--- src/rtl/rom_writer.sv ---
// ---------------------------------------------------------------------------
// rom_writer
//
// Writes a stream of bytes into a parallel EEPROM/flash-style device through a
// multiplexed address bus. The low address byte goes out first and is captured
// by an external latch on the rom_latch_out pulse. The high byte then drives the
// same bus while the data byte is placed on rom_data_out. A rom_we_n_out pulse
// writes the byte. The block then waits out the device's internal write time.
// Addresses run from 0 to TOTAL_ADDRESSES-1, and after the last one the block
// parks in FINISHED until reset.
//
// Every phase length is a whole number of clk_in cycles, ceil(ns / PERIOD_NS) with
// a minimum of 1. One shared down-counter times all of the phases.
//
// Optional feature: define ROM_WRITER_VERIFY_EN to insert a read-back phase after
// each write. In that phase rom_oe_n_out is low for R cycles and rom_data_in is
// compared with the written byte. A mismatch sets error_out, which stays set
// until reset.
//
// Ports
//   clk_in           single clock, rising edge
//   rst_in           asynchronous reset, active-low
//   data_in          byte to program
//   data_valid_in    data_in valid (only looked at while ready_out=1)
//   ready_out        writer accepts a byte on this cycle's rising edge
//   rom_addr_out     multiplexed address bus (low byte, then high byte)
//   rom_latch_out    external address-latch strobe, active-high
//   rom_data_out     write data to the device
//   rom_data_oe_out  tri-state enable for rom_data_out, active-high
//   rom_we_n_out     device write enable, active-low
//   rom_oe_n_out     device output enable, active-low
//   rom_data_in      device data bus read-back
//   finished_out     all TOTAL_ADDRESSES bytes written
//   error_out        sticky read-back mismatch flag
// ---------------------------------------------------------------------------
module rom_writer #(
    parameter int PERIOD_NS       = 10,
    parameter int TOTAL_ADDRESSES = 256,
    parameter int SETUP_NS        = 50,
    parameter int HOLD_NS         = 5,
    parameter int WE_PULSE_NS     = 100,
    parameter int WRITE_CYCLE_NS  = 10000,
    parameter int READ_NS         = 250
) (
    input  logic       clk_in,
    input  logic       rst_in,
    input  logic [7:0] data_in,
    input  logic       data_valid_in,
    output logic       ready_out,
    output logic [7:0] rom_addr_out,
    output logic       rom_latch_out,
    output logic [7:0] rom_data_out,
    output logic       rom_data_oe_out,
    output logic       rom_we_n_out,
    output logic       rom_oe_n_out,
    input  logic [7:0] rom_data_in,
    output logic       finished_out,
    output logic       error_out
);

    // State table
    //   state        | meaning
    //   ST_IDLE      | ready_out=1, waiting for data_valid_in
    //   ST_ADDR_LO   | low address byte on bus (S cycles)
    //   ST_LATCH     | rom_latch_out high, low byte held (H cycles)
    //   ST_ADDR_HI   | high address byte on bus, data driven (S cycles)
    //   ST_WE        | rom_we_n_out low (W cycles)
    //   ST_DATA_HOLD | we_n released, data still driven (H cycles)
    //   ST_WAIT      | device internal write time, data bus released (C cycles)
    //   ST_VERIFY    | read-back with rom_oe_n_out low (R cycles, verify build)
    //   ST_FINISHED  | all bytes written, absorbing until reset

    function automatic int ns_to_cycles(input int ns);
        int c;
        c = (ns + PERIOD_NS - 1) / PERIOD_NS;
        return (c < 1) ? 1 : c;
    endfunction

    function automatic int max2(input int a, input int b);
        return (a > b) ? a : b;
    endfunction

    localparam int S_CYC = ns_to_cycles(SETUP_NS);
    localparam int H_CYC = ns_to_cycles(HOLD_NS);
    localparam int W_CYC = ns_to_cycles(WE_PULSE_NS);
    localparam int C_CYC = ns_to_cycles(WRITE_CYCLE_NS);
    localparam int R_CYC = ns_to_cycles(READ_NS);

    localparam int MAX_CYC = max2(max2(max2(S_CYC, H_CYC), max2(W_CYC, C_CYC)), R_CYC);
    localparam int CNT_W   = (MAX_CYC > 1) ? $clog2(MAX_CYC) : 1;

    // The counter is loaded with length-1 on entry to a phase. The phase ends on
    // the edge where the counter reads zero.
    localparam logic [CNT_W-1:0] S_LOAD = CNT_W'(S_CYC - 1);
    localparam logic [CNT_W-1:0] H_LOAD = CNT_W'(H_CYC - 1);
    localparam logic [CNT_W-1:0] W_LOAD = CNT_W'(W_CYC - 1);
    localparam logic [CNT_W-1:0] C_LOAD = CNT_W'(C_CYC - 1);
`ifdef ROM_WRITER_VERIFY_EN
    localparam logic [CNT_W-1:0] R_LOAD = CNT_W'(R_CYC - 1);
`endif

    // 17-bit terminal value so that TOTAL_ADDRESSES=65536 is reachable.
    localparam logic [16:0] TOTAL_17 = 17'(TOTAL_ADDRESSES);

    typedef enum logic [3:0] {
        ST_IDLE,
        ST_ADDR_LO,
        ST_LATCH,
        ST_ADDR_HI,
        ST_WE,
        ST_DATA_HOLD,
        ST_WAIT,
`ifdef ROM_WRITER_VERIFY_EN
        ST_VERIFY,
`endif
        ST_FINISHED
    } state_t;

    state_t           state;
    logic [15:0]      addr;
    logic [CNT_W-1:0] cnt;
    logic [7:0]       data_q;
    logic [16:0]      addr_next;

    assign addr_next = {1'b0, addr} + 17'd1;

`ifndef ROM_WRITER_VERIFY_EN
    // The read-back bus is only used by the verify build.
    logic unused_rom_data;
    assign unused_rom_data = ^rom_data_in;
`endif

    always_ff @(posedge clk_in or negedge rst_in) begin
        if (!rst_in) begin
            state           <= ST_IDLE;
            addr            <= '0;
            cnt             <= '0;
            data_q          <= '0;
            ready_out       <= 1'b0;
            rom_addr_out    <= '0;
            rom_latch_out   <= 1'b0;
            rom_data_out    <= '0;
            rom_data_oe_out <= 1'b0;
            rom_we_n_out    <= 1'b1;
            rom_oe_n_out    <= 1'b1;
            finished_out    <= 1'b0;
            error_out       <= 1'b0;
        end else begin
            case (state)
                ST_IDLE: begin
                    if (data_valid_in && ready_out) begin
                        data_q       <= data_in;
                        ready_out    <= 1'b0;
                        rom_addr_out <= addr[7:0];
                        cnt          <= S_LOAD;
                        state        <= ST_ADDR_LO;
                    end else begin
                        // ready_out comes up one cycle after reset is released.
                        ready_out <= 1'b1;
                    end
                end

                ST_ADDR_LO: begin
                    if (cnt == '0) begin
                        rom_latch_out <= 1'b1;
                        cnt           <= H_LOAD;
                        state         <= ST_LATCH;
                    end else begin
                        cnt <= cnt - 1'b1;
                    end
                end

                ST_LATCH: begin
                    if (cnt == '0) begin
                        rom_latch_out   <= 1'b0;
                        rom_addr_out    <= addr[15:8];
                        rom_data_out    <= data_q;
                        rom_data_oe_out <= 1'b1;
                        cnt             <= S_LOAD;
                        state           <= ST_ADDR_HI;
                    end else begin
                        cnt <= cnt - 1'b1;
                    end
                end

                ST_ADDR_HI: begin
                    if (cnt == '0) begin
                        rom_we_n_out <= 1'b0;
                        cnt          <= W_LOAD;
                        state        <= ST_WE;
                    end else begin
                        cnt <= cnt - 1'b1;
                    end
                end

                ST_WE: begin
                    if (cnt == '0) begin
                        rom_we_n_out <= 1'b1;
                        cnt          <= H_LOAD;
                        state        <= ST_DATA_HOLD;
                    end else begin
                        cnt <= cnt - 1'b1;
                    end
                end

                ST_DATA_HOLD: begin
                    if (cnt == '0) begin
                        rom_data_oe_out <= 1'b0;
                        cnt             <= C_LOAD;
                        state           <= ST_WAIT;
                    end else begin
                        cnt <= cnt - 1'b1;
                    end
                end

                ST_WAIT: begin
                    if (cnt == '0) begin
`ifdef ROM_WRITER_VERIFY_EN
                        // The data bus is already released here, so the device
                        // can drive rom_data_in without contention.
                        rom_oe_n_out <= 1'b0;
                        cnt          <= R_LOAD;
                        state        <= ST_VERIFY;
`else
                        addr         <= addr_next[15:0];
                        rom_addr_out <= '0;
                        rom_data_out <= '0;
                        if (addr_next == TOTAL_17) begin
                            finished_out <= 1'b1;
                            state        <= ST_FINISHED;
                        end else begin
                            ready_out <= 1'b1;
                            state     <= ST_IDLE;
                        end
`endif
                    end else begin
                        cnt <= cnt - 1'b1;
                    end
                end

`ifdef ROM_WRITER_VERIFY_EN
                ST_VERIFY: begin
                    if (cnt == '0) begin
                        if (rom_data_in != data_q) begin
                            error_out <= 1'b1;
                        end
                        rom_oe_n_out <= 1'b1;
                        addr         <= addr_next[15:0];
                        rom_addr_out <= '0;
                        rom_data_out <= '0;
                        if (addr_next == TOTAL_17) begin
                            finished_out <= 1'b1;
                            state        <= ST_FINISHED;
                        end else begin
                            ready_out <= 1'b1;
                            state     <= ST_IDLE;
                        end
                    end else begin
                        cnt <= cnt - 1'b1;
                    end
                end
`endif

                ST_FINISHED: begin
                    ready_out <= 1'b0;
                end

                default: begin
                    state <= ST_IDLE;
                end
            endcase
        end
    end

endmodule

--- config.mk ---
export PLATFORM = sky130hd
export DESIGN_NAME = rom_writer
export DESIGN_NICKNAME = d
export VERILOG_FILES = /design/src/rtl/rom_writer.sv
export SDC_FILE = /design/constraint.sdc
export NUM_CORES = 1
export LEC_CHECK = 0
export BUFFER_PORTS_ARGS = -buffer_cell sky130_fd_sc_hd__buf_2
export CAP_MARGIN = 30
export CORE_MARGIN = 3
export CORE_UTILIZATION = 30
export CTS_BUF_LIST = sky130_fd_sc_hd__clkbuf_8
export CTS_CLUSTER_DIAMETER = 120
export CTS_CLUSTER_SIZE = 16
export DETAILED_ROUTE_END_ITERATION = 7
export GPL_ROUTABILITY_DRIVEN = 0
export PLACE_DENSITY = 0.49
export SYNTH_ARGS = -nofsm -noshare
export SYNTH_HDL_FRONTEND = slang
export SYNTH_SLANG_ARGS = --single-unit
--- constraint.sdc ---
create_clock -name clk_in -period 2.7 [get_ports clk_in]
set_input_delay 0.27 -clock clk_in [delete_from_list [all_inputs] [get_ports clk_in]]
set_output_delay 0.27 -clock clk_in [all_outputs]
set_load 0.01 [all_outputs]
==> impl_metrics.toml, run 1 <==
[grt]
grt_remaining_overflow = 0
antenna_found_initial = 0
grt_pass1_wl_um = 13050
gr-usage-all-layers = 0.1405
grt_max_degree = 25
first_global_vias = 2496

[final_layout]
n_antenna_cell = 0
area_growth_pct = 18.63
drive_gt1_frac = 0.2365
final-instance-count-excl-fill = 525
final.fill_count = 1096
final_area_um2 = 3800
nets = 407

[worst_hold_path]
min_path_type = "in -> reg"

[detailed_routing]
wl_um = 7796
drt_first_pass_iters = 4
via_count = 2615
dr.first_iter.drc_count = 129
drtAntennaViolNets = 0
viasPerCell = 4.981
wl_per_cell_um = 14.85
drc = 0

[place]
dp_slack_ps = 208.8
dp_cells = 508
placed_area_um2 = 3563
hpwl_um = 5621
io_buffer_count = 31

[worst_setup_path]
required_ps = 2930
timing_worst_setup_path_type = "reg -> reg"
startpoint_type = "flip-flop"
cp_max_fo = 6
r2r_setup_slack_ps = 220
arrival_ps = 2710
endpoint_kind = "flip-flop"

[sta]
fin_setup_tns_ps = 0
layout_setup_ws_ps = 216.2
rsz0062_at_grt = "false"
clock_skew_ps = 12.61
relSlewSlack = 0.5056
slew_viol_final = 0
fmax_mhz = 402.6
setup_violations = 0
min_period_ps = 2484
tightestPinTransition_ps = 741.6
period_share = 0.9199
hold_violations = 0

[clock_network]
clock-sinks = 58
clkLatencyLatePin_ps = 350
h-tree-depth = 3
cts_tree = "yes"
path_clk_slew_ps = 80
cts_max_path_buffers = 2
numCtsBuffers = 9
clock-root-buffer = "clkbuf_8"

[synth]
avgSynthCellArea_um2 = 9.393
synthTopCellsByArea = "dfrtp_1, a21oi_1, xnor2_1, nand2_1, nor2_1"
synth_cells = 341
synth_common_cells = "dfrtp_1, nand2_1, a21oi_1, nor2_1, o21ai_0"
ys_async_sr_fraction = 1.000
synthDistinctLibCells = 57
synth_top_cell_by_area = "dfrtp_1"
synth_edf_count = 0
synth_top_area_share = 0.4453
syn_area_um2 = 3203
synth-main-ff-cell = "dfrtp_1"
ys_seq_elements = 58
yosysWarnings = 2
yosysMostFrequentCell = "dfrtp_1"
seq_area_frac_synth = 0.4535

[status]
status = "finished, final reports clean"

[pwr]
internal-power_w = 0.002214
vdd_drop_max_mv = 0.3941
powerDensity_nw_per_um2 = 919.6
seq_power_share = 0.383
power_w = 0.003494
combPwrFrac = 0.347
leakage_nw = 1.709
p_sw_w = 0.001280
swShare = 0.3664
pwr-share-clk = 0.270

[floorplan]
die_width_um = 109.3
dieArea_um2 = 11950
initial_core_util = 0.3089
rows = 37
dieHeight_um = 109.3
pin_count = 42
core_um2 = 10370

[run]
cap_violations = 0
==> worst paths after layout <==
| check | from | to | cells past startpoint |
|---|---|---|---|
| max | addr[0]$_DFFE_PN0P_ | ready_out$_DFFE_PN0P_ | 7 |
| min | data_in[7] | data_q[7]$_DFFE_PN0P_ | 2 |
| max reg2reg | addr[0]$_DFFE_PN0P_ | ready_out$_DFFE_PN0P_ | 7 |
| min reg2reg | finished_out$_DFFE_PN0P_ | finished_out$_DFFE_PN0P_ | 1 |
| max in group asynchronous | rst_in | addr[4]$_DFFE_PN0P_ | 3 |
| min in group asynchronous | rst_in | cnt[7]$_DFFE_PN0P_ | 2 |
==> sequential cells by signal, summed over array words and instances (netlist names) <==
register,cells
addr,16
cnt,10
data_q,8
finished_out,1
ready_out,1
rom_addr_out,8
rom_data_oe_out,1
rom_data_out,8
rom_latch_out,1
rom_we_n_out,1
state,3
==> per-layer routing <==
| metal | global-route usage | vias to the layer above | wire length [um] |
|---|---|---|---|
| met5 | 0 | - | 0 |
| met4 | 0.04630 | 0 | 123 |
| met3 | 0.04169 | 11 | 299 |
| met2 | 0.2053 | 45 | 3451 |
| met1 | 0.1987 | 1254 | 3922 |
| li1 | - | 1305 | - |
==> kinds of logic after synthesis <==
family,Yosys count,synth area share
other cells,1,0.001171
simple gates,135,0.2246
mux,14,0.04727
buf+inv,28,0.04531
compound gates,80,0.1551
flops,58,0.4535
xor+xnor,21,0.05742
fa+ha+maj,4,0.01563
==> placed cells by master (no fill, tap or decap), types with 8 or more instances in the layout <==
cell type | Yosys | layout
nor2_1 | 31 | 31
nand4_1 | 8 | 8
buf_4 | 4 | 20
mux2_2 | 9 | 9
buf_2 | 6 | 31
nand3_1 | 9 | 9
dfrtp_1 | 57 | 57
xnor2_1 | 16 | 16
nor3_1 | 13 | 13
o21ai_0 | 18 | 18
clkbuf_8 | 0 | 10
nand2_1 | 35 | 35
a21oi_1 | 31 | 31
==> critical path: stages, from the launching register on <==
cell	delay [ps]
dfrtp_1	450
ha_1	320
nor4_4	260
a21oi_1	60
or4_4	510
or3_1	400
nor4_2	240
a21oi_1	120
==> final cells by class <==
class,count,area [um^2],share of cell area
clock buffer,10,137.6,0.03622
clock inverter,6,88.84,0.02338
inverter,7,26.28,0.006915
multi-input combinational,256,1609,0.4234
sequential,58,1453,0.3823
tap,136,170.2,0.04478
timing repair buffer,52,315.3,0.08298
==> power groups by stage <==
stage / Sequential, W / Combinational, W / Clock, W
global route: 0.00139 / 0.00138 / 0.00100
global placement: 0.00135 / 0.00121 / 0
floorplan: 0.00134 / 0.000831 / 0
detailed placement: 0.00135 / 0.00122 / 0
CTS: 0.00134 / 0.00122 / 0.000962
finish: 0.00134 / 0.00121 / 0.000943
==> what timing repair did <==
action,4_1_cts,5_1_grt
setup endpoints to repair,0,0
endpoints found under the hold margin,21,0
resized for setup,0,0
hold buffers,1,0
setup buffers,0,0
==> through the flow <==
stage                       util  hold WS, ps
final                     0.3664        150.6
after global routing      0.3664        147.7
after CTS                 0.3664        139.5
after detailed placement  0.3436        314.4
after global placement    0.3436        310.7
after floorplan                -       -25.59
No activity file was read; power rests on OpenSTA's default activity.
==> run 2, diff against run 1 <==
--- a/config.mk
+++ b/config.mk
@@ -5,6 +5,7 @@
 export SDC_FILE = /design/constraint.sdc
 export NUM_CORES = 1
 export LEC_CHECK = 0
+export ABC_AREA = 1
 export BUFFER_PORTS_ARGS = -buffer_cell sky130_fd_sc_hd__buf_2
 export CAP_MARGIN = 30
 export CORE_MARGIN = 3
==> impl_metrics.toml, run 2 <==
[sta]
period_share = 0.7996
tightestPinTransition_ps = 644.7
relSlewSlack = 0.5702
min_period_ps = 2159
slew_viol_final = 0
fin_setup_tns_ps = 0
fmax_mhz = 463.2
rsz0062_at_grt = "false"
clock_skew_ps = 11.41
setup_violations = 0
hold_violations = 0
layout_setup_ws_ps = 541.0

[clock_network]
cts_max_path_buffers = 2
clock-sinks = 58
h-tree-depth = 3
clkLatencyLatePin_ps = 350
cts_resized = 0
path_clk_slew_ps = 70
cts_setup_buffers = 0
clock-root-buffer = "clkbuf_8"
cts_tree = "yes"
numCtsBuffers = 9

[place]
hpwl_um = 5946
io_buffer_count = 31
dp_cells = 599
dp_slack_ps = 537.4

[detailed_routing]
dr.first_iter.drc_count = 117
drtAntennaViolNets = 0
drt_first_pass_iters = 5
drc = 0
via_count = 2921
wl_um = 8065
wl_per_cell_um = 13.09
viasPerCell = 4.742

[synth]
yosysMostFrequentCell = "nand2_1"
yosysWarnings = 2
ys_seq_elements = 58
synth_common_cells = "nand2_1, inv_1, dfrtp_1"
synth_cells = 437
avgSynthCellArea_um2 = 7.619
syn_area_um2 = 3329
ys_async_sr_fraction = 1.000
synth_top_cell_by_area = "dfrtp_1"
synthTopCellsByArea = "dfrtp_1, nand2_1, inv_1, o21ai_0, nand3_1"
synth-main-ff-cell = "dfrtp_1"
synthDistinctLibCells = 35
synth_edf_count = 0
seq_area_frac_synth = 0.4363
synth_top_area_share = 0.4284

[worst_setup_path]
endpoint_kind = "flip-flop"
r2r_start = "cnt[0]$_DFFE_PN0P_"
r2r_setup_slack_ps = 540
startpoint_type = "flip-flop"
required_ps = 2900
reg2reg_to = "rom_addr_out[3]$_DFFE_PN0P_"
r2r_cells = 9
arrival_ps = 2360
timing_worst_setup_path_type = "reg -> reg"
cp_max_fo = 16

[final_layout]
final_common_cell = "nand2_1"
final.fill_count = 1182
layout_common_cells = "nand2_1, inv_1, dfrtp_1"
drive_gt1_frac = 0.1688
largestRegisters = "addr (16), cnt (10)"
n_antenna_cell = 0
final-instance-count-excl-fill = 616
nets = 498
largest_reg_flops = 16
regMostFlops = "addr"
area_growth_pct = 14.99

[worst_hold_path]
whs_endpoint = "data_q[1]$_DFFE_PN0P_"
hold_path.startpoint = "data_in[1]"
holdPathStages = 2
min_path_type = "in -> reg"

[floorplan]
dieHeight_um = 111.3
rows = 37
pin_count = 42
die_width_um = 111.3
core_um2 = 10560
initial_core_util = 0.3154
dieArea_um2 = 12400

[pwr]
power_w = 0.001690
swShare = 0.2349
powerDensity_nw_per_um2 = 441.5
combPwrFrac = 0.017
p_sw_w = 0.0003971
pwr-share-clk = 0.469
seq_power_share = 0.514
vdd_drop_max_mv = 0.2886
internal-power_w = 0.001293
leakage_nw = 1.879

[grt]
grt_pass1_wl_um = 14090
grt_remaining_overflow = 0
grt_max_degree = 36
antenna_found_initial = 0
gr-usage-all-layers = 0.1393
first_global_vias = 2852

[status]
status = "finished, final reports clean"

[run]
cap_violations = 0
==> run 2: power by group through the flow <==
stage / clock network (W) / registers (W) / logic (W)
after CTS: 0.000822 / 0.000868 / 0.0000314
after global routing: 0.000861 / 0.000868 / 0.0000349
after global placement: 0 / 0.000885 / 0.0000300
after floorplan: 0 / 0.000885 / 0.00000346
final: 0.000793 / 0.000869 / 0.0000290
after detailed placement: 0 / 0.000885 / 0.0000303
==> run 2: cell families after synthesis <==
kind of cell             count (synthesis)  share of synthesized area
other                                    1                   0.001126
AO/OA/AOI/OAI                           80                     0.1375
flip-flops                              58                     0.4363
adder cells (fa/ha/maj)                  4                    0.01503
AND/OR/NAND/NOR                        203                     0.2740
buffers and inverters                   78                    0.09808
XOR/XNOR                                 8                    0.02105
multiplexers                             5                    0.01691
==> run 2: worst max path at each step <==
| stage | from | end | slack (ps) | cells past startpoint |
|---|---|---|---|---|
| floorplan | cnt[0]$_DFFE_PN0P_ | rom_addr_out[0]$_DFFE_PN0P_ | 900 | 10 |
| global placement | cnt[0]$_DFFE_PN0P_ | rom_addr_out[5]$_DFFE_PN0P_ | 580 | 9 |
| detailed placement | cnt[0]$_DFFE_PN0P_ | rom_addr_out[3]$_DFFE_PN0P_ | 540 | 9 |
| CTS | cnt[0]$_DFFE_PN0P_ | rom_addr_out[3]$_DFFE_PN0P_ | 530 | 9 |
| global route | cnt[0]$_DFFE_PN0P_ | rom_addr_out[5]$_DFFE_PN0P_ | 290 | 10 |
| finish | cnt[0]$_DFFE_PN0P_ | rom_addr_out[3]$_DFFE_PN0P_ | 540 | 9 |
==> run 2: cell type report <==
type / instances / area, um^2 / share of cell area
clock buffer: 9 / 123.9 / 0.03235
clock inverter: 7 / 62.56 / 0.01634
inverter: 68 / 257.7 / 0.06732
multi-input combinational: 302 / 1554 / 0.4059
sequential: 58 / 1453 / 0.3794
tap: 136 / 170.2 / 0.04444
timing repair buffer: 36 / 207.7 / 0.05425
==> run 2: stage by stage <==
step,hold WS (ps),util,cell area [um^2]
after detailed placement,313.9,0.3441,3632
after global routing,140.8,0.3627,3829
after floorplan,-25.59,-,3333
after global placement,305.7,0.3441,3632
after CTS,135.0,0.3627,3829
final,151.6,0.3627,3829
==> run 2: critical path, cell delays in order (launching register included) <==
cell      delay (ps)
dfrtp_1          380
inv_1            110
ha_1             260
inv_2             50
nor2_2            80
nand3_2           90
nor2_4           200
inv_2            100
a221oi_4         580
o21ai_0          160
==> run 2: routing by layer <==
layer / vias up / track usage / share of wire
li1: 1485 / - / -
met1: 1354 / 0.1847 / 0.49
met2: 67 / 0.2179 / 0.44
met3: 15 / 0.03967 / 0.042
met4: 0 / 0.05028 / 0.020
met5: - / 0 / 0
==> run 2: repair_timing <==
action,in CTS,in global routing
setup endpoints to repair,0,0
endpoints found under the hold margin,23,0
hold buffers,1,0
